[config.mk]
export PLATFORM = sky130hd
export DESIGN_NAME = nzcv_flag_gen
export DESIGN_NICKNAME = d
export VERILOG_FILES = /design/src/rtl/nzcv_flag_gen_pkg.sv /design/src/rtl/nzcv_flag_gen_compute.sv /design/src/rtl/nzcv_flag_gen.sv
export SDC_FILE = /design/constraint.sdc
export NUM_CORES = 1
export LEC_CHECK = 0
export BUFFER_PORTS_ARGS = -buffer_cell sky130_fd_sc_hd__clkbuf_2
export CAP_MARGIN = 20
export CORE_MARGIN = 5
export CORE_UTILIZATION = 30
export CTS_BUF_LIST = sky130_fd_sc_hd__clkbuf_16
export CTS_CLUSTER_DIAMETER = 150
export CTS_CLUSTER_SIZE = 10
export DETAILED_ROUTE_END_ITERATION = 8
export REMOVE_ABC_BUFFERS = 1
export SLEW_MARGIN = 20
export SYNTH_ARGS = -nofsm -noshare
export SYNTH_HDL_FRONTEND = slang
export SYNTH_SLANG_ARGS = --single-unit
[constraint.sdc]
create_clock -name clk -period 6.1 [get_ports clk]
set_input_delay 0.61 -clock clk [delete_from_list [all_inputs] [get_ports clk]]
set_output_delay 0.61 -clock clk [all_outputs]
set_load 0.02 [all_outputs]
[src/rtl/nzcv_flag_gen_pkg.sv]
// Shared definitions for NZCV flag generation and the condition evaluator.
// Flag-class encodings, NZCV bit positions and condition-code decode.
package nzcv_flag_gen_pkg;

    localparam logic [2:0] FLG_LOGIC = 3'b000;
    localparam logic [2:0] FLG_ADD   = 3'b001;
    localparam logic [2:0] FLG_SUB   = 3'b010;
    localparam logic [2:0] FLG_ADC   = 3'b011;
    localparam logic [2:0] FLG_SBC   = 3'b100;

    localparam int NZCV_N = 3;
    localparam int NZCV_Z = 2;
    localparam int NZCV_C = 1;
    localparam int NZCV_V = 0;

    typedef enum logic [3:0] {
        CC_EQ = 4'h0, CC_NE = 4'h1, CC_CS = 4'h2, CC_CC = 4'h3,
        CC_MI = 4'h4, CC_PL = 4'h5, CC_VS = 4'h6, CC_VC = 4'h7,
        CC_HI = 4'h8, CC_LS = 4'h9, CC_GE = 4'hA, CC_LT = 4'hB,
        CC_GT = 4'hC, CC_LE = 4'hD, CC_AL = 4'hE, CC_NV = 4'hF
    } cond_code_e;

    function automatic logic cond_pass(input cond_code_e cc, input logic [3:0] nzcv);
        logic n, z, c, v;
        n = nzcv[NZCV_N];
        z = nzcv[NZCV_Z];
        c = nzcv[NZCV_C];
        v = nzcv[NZCV_V];
        case (cc)
            CC_EQ:   return z;
            CC_NE:   return !z;
            CC_CS:   return c;
            CC_CC:   return !c;
            CC_MI:   return n;
            CC_PL:   return !n;
            CC_VS:   return v;
            CC_VC:   return !v;
            CC_HI:   return c & !z;
            CC_LS:   return !c | z;
            CC_GE:   return n == v;
            CC_LT:   return n != v;
            CC_GT:   return !z & (n == v);
            CC_LE:   return z | (n != v);
            default: return 1'b1;
        endcase
    endfunction

endpackage

[src/rtl/nzcv_flag_gen_compute.sv]
// Pure combinational NZCV arithmetic for one flag-setting ALU operation.
// Carry-in and overflow-in come from the most recent flags (forwarded).
module nzcv_compute
    import nzcv_flag_gen_pkg::*;
#(
    parameter int DATA_WIDTH = 32
) (
    input  logic [2:0]            i_op,
    input  logic [DATA_WIDTH-1:0] i_a,
    input  logic [DATA_WIDTH-1:0] i_b,
    input  logic [DATA_WIDTH-1:0] i_result,
    input  logic                  i_shift_carry,
    input  logic                  i_cin,
    input  logic                  i_vin,
    output logic [3:0]            o_nzcv
);

    localparam int MSB = DATA_WIDTH - 1;

    logic [DATA_WIDTH-1:0] w_b_eff;
    logic                  w_carry_in;
    logic [DATA_WIDTH:0]   w_sum;

    assign w_sum = {1'b0, i_a} + {1'b0, w_b_eff} + {{DATA_WIDTH{1'b0}}, w_carry_in};

    always_comb begin
        // NOTE: every output of this block gets a default first so no path infers a latch.
        w_b_eff    = i_b;
        w_carry_in = 1'b0;
        o_nzcv     = 4'b0000;
        case (i_op)
            FLG_ADD: w_carry_in = 1'b0;
            FLG_SUB: begin w_b_eff = ~i_b; w_carry_in = 1'b1; end
            FLG_ADC: w_carry_in = i_cin;
            FLG_SBC: begin w_b_eff = ~i_b; w_carry_in = i_cin; end
            default: ;
        endcase
        case (i_op)
            FLG_ADD, FLG_SUB, FLG_ADC, FLG_SBC: begin
                o_nzcv[NZCV_N] = w_sum[MSB];
                o_nzcv[NZCV_Z] = (w_sum[MSB:0] == '0);
                o_nzcv[NZCV_C] = w_sum[DATA_WIDTH];
                o_nzcv[NZCV_V] = (i_a[MSB] == w_b_eff[MSB]) & (w_sum[MSB] != i_a[MSB]);
            end
            FLG_LOGIC: begin
                o_nzcv[NZCV_N] = i_result[MSB];
                o_nzcv[NZCV_Z] = (i_result == '0);
                o_nzcv[NZCV_C] = i_shift_carry;
                o_nzcv[NZCV_V] = i_vin;
            end
            default: o_nzcv = 4'b0000;  // reserved classes are never captured
        endcase
    end

endmodule

[src/rtl/nzcv_flag_gen.sv]
// NZCV producer: EX compute, one pipeline register (P), architectural commit,
// and forwarding of the newest flags to the branch-condition evaluator.
module nzcv_flag_gen
    import nzcv_flag_gen_pkg::*;
#(
    parameter int DATA_WIDTH = 32
) (
    input  logic                  clk,
    input  logic                  reset,
    input  logic                  ex_valid,
    input  logic                  ex_set_flags,
    input  logic [2:0]            ex_op,
    input  logic [DATA_WIDTH-1:0] ex_a,
    input  logic [DATA_WIDTH-1:0] ex_b,
    input  logic [DATA_WIDTH-1:0] ex_result,
    input  logic                  ex_shift_carry,
    input  logic                  stall,
    input  logic                  flush,
    output logic                  negative,
    output logic                  zero,
    output logic                  carry,
    output logic                  overflow,
    output logic [3:0]            arch_nzcv,
    output logic                  flags_pending
);

    logic [3:0] r_arch_nzcv;
    logic [3:0] r_p_nzcv;
    logic       r_p_valid;

    logic [3:0] w_fwd;
    logic [3:0] w_ex_nzcv;
    logic       w_capture;

    assign w_capture = ex_valid & ex_set_flags & (ex_op <= FLG_SBC);
    assign w_fwd     = r_p_valid ? r_p_nzcv : r_arch_nzcv;

    nzcv_compute #(.DATA_WIDTH(DATA_WIDTH)) u_compute (
        .i_op          (ex_op),
        .i_a           (ex_a),
        .i_b           (ex_b),
        .i_result      (ex_result),
        .i_shift_carry (ex_shift_carry),
        .i_cin         (w_fwd[NZCV_C]),
        .i_vin         (w_fwd[NZCV_V]),
        .o_nzcv        (w_ex_nzcv)
    );

    always_ff @(posedge clk) begin
        if (reset) begin
            r_arch_nzcv <= 4'b0000;
            r_p_nzcv    <= 4'b0000;
            r_p_valid   <= 1'b0;
        end else begin
            if (!stall && r_p_valid && !flush)
                r_arch_nzcv <= r_p_nzcv;
            // NOTE: flush is checked before stall so a frozen pipe still drops a killed P entry.
            if (flush)
                r_p_valid <= 1'b0;
            else if (!stall)
                r_p_valid <= w_capture;
            if (!stall)
                r_p_nzcv <= w_ex_nzcv;
        end
    end

    assign negative      = !reset & w_fwd[NZCV_N];
    assign zero          = !reset & w_fwd[NZCV_Z];
    assign carry         = !reset & w_fwd[NZCV_C];
    assign overflow      = !reset & w_fwd[NZCV_V];
    assign arch_nzcv     = reset ? 4'b0000 : r_arch_nzcv;
    assign flags_pending = !reset & w_capture;

endmodule

## Word level (Yosys, flattened, before mapping)

Cells that the tools add are included.

- Register bits after elaboration: 9
- Input port bits: 106
- Output and inout port bits: 9
- Logic and storage cells: 38

- $add $sub $neg: 2
- $lt $le $gt $ge: 1
- Equal/unequal tests: 6
- Muxes and demuxes: 5
- Bitwise logic cells: 9
- Reductions and logical operators: 12

Operators with widths:

| kind | number |
|---|---|
| logical NOT 32 bit | 2 |
| adder 32 x 32 -> 33 bit | 1 |
| adder 33 x 1 -> 33 bit | 1 |
| 2-to-1 mux 32 bit | 1 |
| NOT 32 bit | 1 |
| bitwise AND 1 bit | 8 |
| 2-to-1 mux 4 bit | 2 |
| one-hot mux 4 bit (2 select lines) | 1 |
| equality test 3 x 2 -> 1 bit (second input constant) | 2 |
| OR reduction 2 bit | 3 |
| OR reduction 4 bit | 1 |
| equality test 3 x 1 -> 1 bit (second input constant) | 1 |
| equality test 3 bit (second input constant) | 1 |
| less-or-equal comparator 3 bit (second input constant) | 1 |
| logical NOT 1 bit | 3 |
| logical NOT 3 bit | 1 |
| logical AND 1 bit | 2 |
| one-hot mux 1 bit (2 select lines) | 1 |
| equality test 1 bit | 1 |
| != test 1 bit | 1 |

## Depth between registers and ports, before layout

- Word-level depth: 8
- Gate-level depth with buffers: 16
- Gate-level depth less buffers: 15

## Cells and area by module

From an unflattened synthesis, not the netlist that was laid out.

- Cell total of the unflattened synthesis: 398
- Area total of the unflattened synthesis: 2887.8 um^2

Modules (own cells, without submodules):

| module | instances | cells an instance | area each (um^2) | sequential area each (um^2) |
|---|---|---|---|---|
| nzcv_compute | 1 | 350 | 2427.3 | 0.0 |
| nzcv_flag_gen | 1 | 48 | 460.4 | 180.2 |

## Worst setup path after synthesis

OpenSTA, ideal clock, no wires.

- Path type: input to register
- Start point: input port ex_op[2]
- End point: register r_p_nzcv[2]
- Library setup time: 0.069 ns
- Arrival: 4.291 ns
- Required time: 6.031 ns
- Setup slack: 1.740 ns
- Stages: 16
- Buffers on the path: 1
- Cells stage by stage: xnor2_1 -> nor2_1 -> clkbuf_1 -> xnor2_1 -> fa_1 -> fa_1 -> nor2b_1 -> o2111ai_1 -> a2111oi_2 -> nor4bb_1 -> o31ai_2 -> and3_1 -> o2111ai_1 -> nor4_1 -> nand4_1 -> o21ai_1

- Longest elaborated chain between the ends: 7
- Elaborated cells on any way between the ends: 14
- Those cells by class: add/sub: 2; eq/ne: 4; mux: 3; reduce/logical: 5

RTL lines:

| item | RTL line | RTL |
|---|---|---|
| start, declared | nzcv_flag_gen.sv:12 | `input logic [2:0] ex_op,` |
| equality test 3 x 2 -> 1 bit / equality test 3 bit (equally long branches) | nzcv_flag_gen_compute.sv:31, nzcv_flag_gen_compute.sv:38 |  |
| OR reduction 2 bit (no line) | n/a |  |
| 2-to-1 mux 32 bit | n/a |  |
| adder 32 x 32 -> 33 bit | nzcv_flag_gen_compute.sv:24 | `assign w_sum = {1'b0, i_a} + {1'b0, w_b_eff} + {{DATA_WIDTH{1'b0}}, w_carry_in};` |
| adder 33 x 1 -> 33 bit | nzcv_flag_gen_compute.sv:24 |  |
| logical NOT 32 bit | nzcv_flag_gen_compute.sv:41 | `o_nzcv[NZCV_Z] = (w_sum[MSB:0] == '0);` |
| one-hot mux 4 bit (2 select lines) (*) | nzcv_flag_gen_compute.sv:38 | `case (i_op)` |
| end signal, assigned | nzcv_flag_gen.sv:63 | `r_p_nzcv <= w_ex_nzcv;` |
| end, declared | nzcv_flag_gen.sv:28 | `logic [3:0] r_p_nzcv;` |

Every way passes the cells marked *; elsewhere a longest branch is shown, timed or not.
A chain may end at the register's enable or synchronous reset.

## Worst setup path after layout

- Start point: input port ex_op[1]
- End point: register r_p_nzcv[2]

The elaborated chain is that of the path after synthesis.

==> impl_metrics.env <==
export IMPL_outcome="finished clean"
export IMPL_place_ws_ns=1.34
export IMPL_clk_path_buf_depth=2
export IMPL_ys_top_cells_by_count="40 x nor2_1, 36 x a21oi_1, 34 x xor2_1, 31 x ha_1, 29 x nand2_1"
export IMPL_power_internal_mw=0.353
export IMPL_synthArstFlopShare_pct=0
export IMPL_synth_edf_count=0
export IMPL_cts_sinks=9
export IMPL_dieArea_um2=12300
export IMPL_synth_area_per_cell_um2=6.96
export IMPL_seq_power_share_pct=9.1
export IMPL_relSlewSlack_pct=46.6
export IMPL_firstDrtPassIters=5
export IMPL_hold_viol=0
export IMPL_drc=0
export IMPL_grt_pass1_wl_um=16600
export IMPL_power_density_nw_per_um2=180
export IMPL_synth_top_area_cell="ha_1"
export IMPL_fill_cells=1047
export IMPL_core_um2=9860
export IMPL_port_buffers=114
export IMPL_synth_most_common_cell="nor2_1"
export IMPL_grt_ovfl_total=0
export IMPL_placedCellCount=665
export IMPL_hold_depth=2
export IMPL_switching_share_pct=48.4
export IMPL_post_cts_setup_buffers=0
export IMPL_min_from="r_p_nzcv[3]"
export IMPL_antenna_left=0
export IMPL_drt_first_iter_violations=183
export IMPL_grt_pass1_vias=3519
export IMPL_yosys_register_bits=9
export IMPL_via_per_inst=5.48
export IMPL_cp_top_family="simple AND/OR/NAND/NOR gates"
export IMPL_worstPathCellList="clkbuf_2, xnor2_1, nor2_4, buf_4, xor2_1, inv_1, fa_1, nor2b_1, o2111ai_1, a2111oi_2, nor4bb_1, o31ai_2, and3_1, o2111ai_1, nor4_1, nand4_1, o21ai_1"
export IMPL_setup_worst_path_start_class="primary input"
export IMPL_r2r_end="r_p_nzcv[2]"
export IMPL_ys_flop_type="dfxtp_1"
export IMPL_netlist_instances=440
export IMPL_hold_buffers=0
export IMPL_max_cap_viol_count=0
export IMPL_numCtsBuffers=3
export IMPL_worstHoldPathType="reg -> reg"
export IMPL_grt_start_max_net_pins=23
export IMPL_r2r_start="r_p_valid"
export IMPL_fp_dieW_um=111
export IMPL_critPathArrivalTime_ns=4.71
export IMPL_tns_ns=0
export IMPL_r2r_slack_ns=1.87
export IMPL_num_rows=36
export IMPL_setup_violations_final=0
export IMPL_synth_seq_area_share_pct=5.89
export IMPL_cts_tree="built"
export IMPL_path_common_cell="o2111ai_1"
export IMPL_fin_ws_ns=1.56
export IMPL_pin_count=115
export IMPL_cpPeakStageDelay_ns=0.54
export IMPL_die_h_um=111
export IMPL_drv_slew=0
export IMPL_clockRootBuffer="clkbuf_16"
export IMPL_wire_per_inst_um=15.2
export IMPL_post_cts_resized=0
export IMPL_netSwitchingPower_mw=0.331
export IMPL_clkLatencyLatePin_ns=0.23
export IMPL_synth_top_area_share_pct=12.7
export IMPL_power_frac_comb_pct=74.3
export IMPL_antenna_cells=0
export IMPL_fin_crit_sh_pct=74.5
export IMPL_seq_area_um2=180
export IMPL_htree_levels=1
export IMPL_crit_type="in -> reg"
export IMPL_finalNetCount=676
export IMPL_antenna_found_initial=0
export IMPL_track_usage_pct=15.6
export IMPL_vias=3665
export IMPL_yosys_warnings=0
export IMPL_reg2reg_depth=15
export IMPL_p_clk_share_pct=16.6
export IMPL_synth_distinct_cells=62
export IMPL_min_period_ns=4.54
export IMPL_endpoint_kind="register"
export IMPL_drive_gt1_share_pct=24.3
export IMPL_path_clk_slew_ns=0.04
export IMPL_cp_required_ns=6.27
export IMPL_area_growth_pct=24.3
export IMPL_place_hpwl_um=8690
export IMPL_gp_congestion=0.932
export IMPL_grt_setup_unrepaired="no"
export IMPL_cp_slowest_cell="a2111oi_2"
export IMPL_wirelength_um=10200
export IMPL_vdd_drop_max_uv=68.4
export IMPL_synth_area_leaders="ha_1 13%, xor2_1 9.7%, a21oi_1 5.9%"
export IMPL_worst_slew_pin_slew_ns=0.794
export IMPL_multi_input_area_um2=2740
export IMPL_p_leak_nw=1.71
export IMPL_fin_cells=669
export IMPL_clock_skew_final_ns=0.000715
export IMPL_cp_max_fo=22
export IMPL_max_freq_mhz=220
export IMPL_initial_core_util_pct=31.0
export IMPL_netlist_area_um2=3060
export IMPL_worst_path_buf_inv=3
export IMPL_hold_end="r_p_nzcv[3]"
## worst max path at each step
stage | startpoint | endpoint | cells after the start
floorplan | ex_op[2] | r_p_nzcv[2] | 15
global placement | ex_op[1] | r_p_nzcv[2] | 17
detailed placement | ex_op[1] | r_p_nzcv[2] | 17
CTS | ex_op[1] | r_p_nzcv[2] | 17
global route | ex_op[1] | r_p_nzcv[2] | 17
finish | ex_op[1] | r_p_nzcv[2] | 17
## cells in the final DEF (no fill, tap or decap), types with 2 or more instances in the layout
| cell type | count |
|---|---|
| a2111oi_0 | 2 |
| a211oi_1 | 4 |
| a21boi_0 | 2 |
| a21o_1 | 9 |
| a21oi_1 | 36 |
| a221oi_1 | 2 |
| a31oi_1 | 9 |
| and2_1 | 2 |
| and3_1 | 3 |
| clkbuf_16 | 3 |
| clkbuf_2 | 114 |
| dfxtp_1 | 9 |
| fa_1 | 2 |
| ha_1 | 31 |
| inv_1 | 18 |
| mux2i_1 | 11 |
| nand2_1 | 29 |
| nand2b_1 | 6 |
| nand3_1 | 11 |
| nand3b_1 | 2 |
| nand4_1 | 15 |
| nor2_1 | 39 |
| nor2b_1 | 11 |
| nor3_1 | 19 |
| nor3b_1 | 3 |
| nor4_1 | 13 |
| o2111ai_1 | 7 |
| o211ai_1 | 2 |
| o21a_1 | 10 |
| o21ai_0 | 27 |
| o21ai_1 | 2 |
| o21bai_1 | 2 |
| o22ai_1 | 2 |
| o31a_1 | 2 |
| or3_1 | 3 |
| xnor2_1 | 12 |
| xor2_1 | 34 |
## cells by family after synthesis
kind of cell,Yosys count,synth area share (%)
AOI/OAI and AO/OA,134,30.1
adders and majority gates,33,14.0
buffers and inverters,40,4.91
DFF,9,5.89
xor gates and xnor gates,46,13.2
and+or+nand+nor,166,28.0
muxes,12,3.97
## metal layers
layer,vias up,part of all wire [%],GRT usage [%]
li1,1831,-,-
met4,0,0.77,2.38
met1,1684,45,21.2
met3,6,6.8,2.07
met2,144,48,26.7
met5,-,0,0
## sequential cells by signal (all words and copies together), names as in the netlist
| name | count |
|---|---|
| r_p_valid | 1 |
| r_p_nzcv | 4 |
| r_arch_nzcv | 4 |
## cell type report
| cell class | instances | share of cell area, % |
|---|---|---|
| tap | 133 | 4.37 |
| timing repair buffer | 115 | 15.2 |
| clock inverter | 1 | 0.0987 |
| clock buffer | 3 | 1.97 |
| sequential | 9 | 4.74 |
| inverter | 17 | 1.68 |
| multi-input combinational | 391 | 72.0 |
## worst min-delay path: cells and delay by family, from the launching register on
| kind | cells | cell delay, ns |
|---|---|---|
| DFF | 1 | 0.32 |
| and+or+nand+nor | 2 | 0.16 |
## metrics by stage
step           util [%]  total power, mW  area [um2]  hold WS [ns]
3_5_place_dp       37.8            0.563        3730         0.515
4_1_cts            38.6            0.681        3800         0.529
3_3_place_gp       37.8            0.565        3730         0.491
6_report           38.6            0.684        3800         0.528
5_1_grt            38.6            0.744        3800         0.544
2_1_floorplan         -            0.424        2970         0.467
## power by group through the flow
stage	clock (mW)	sequential (mW)	combinational (mW)
final	0.113	0.0621	0.508
after CTS	0.115	0.0621	0.504
after floorplan	0	0.0626	0.362
after global placement	0	0.0629	0.502
after detailed placement	0	0.0630	0.500
after global routing	0.119	0.0621	0.563
Power figures use the tool's default switching activity.
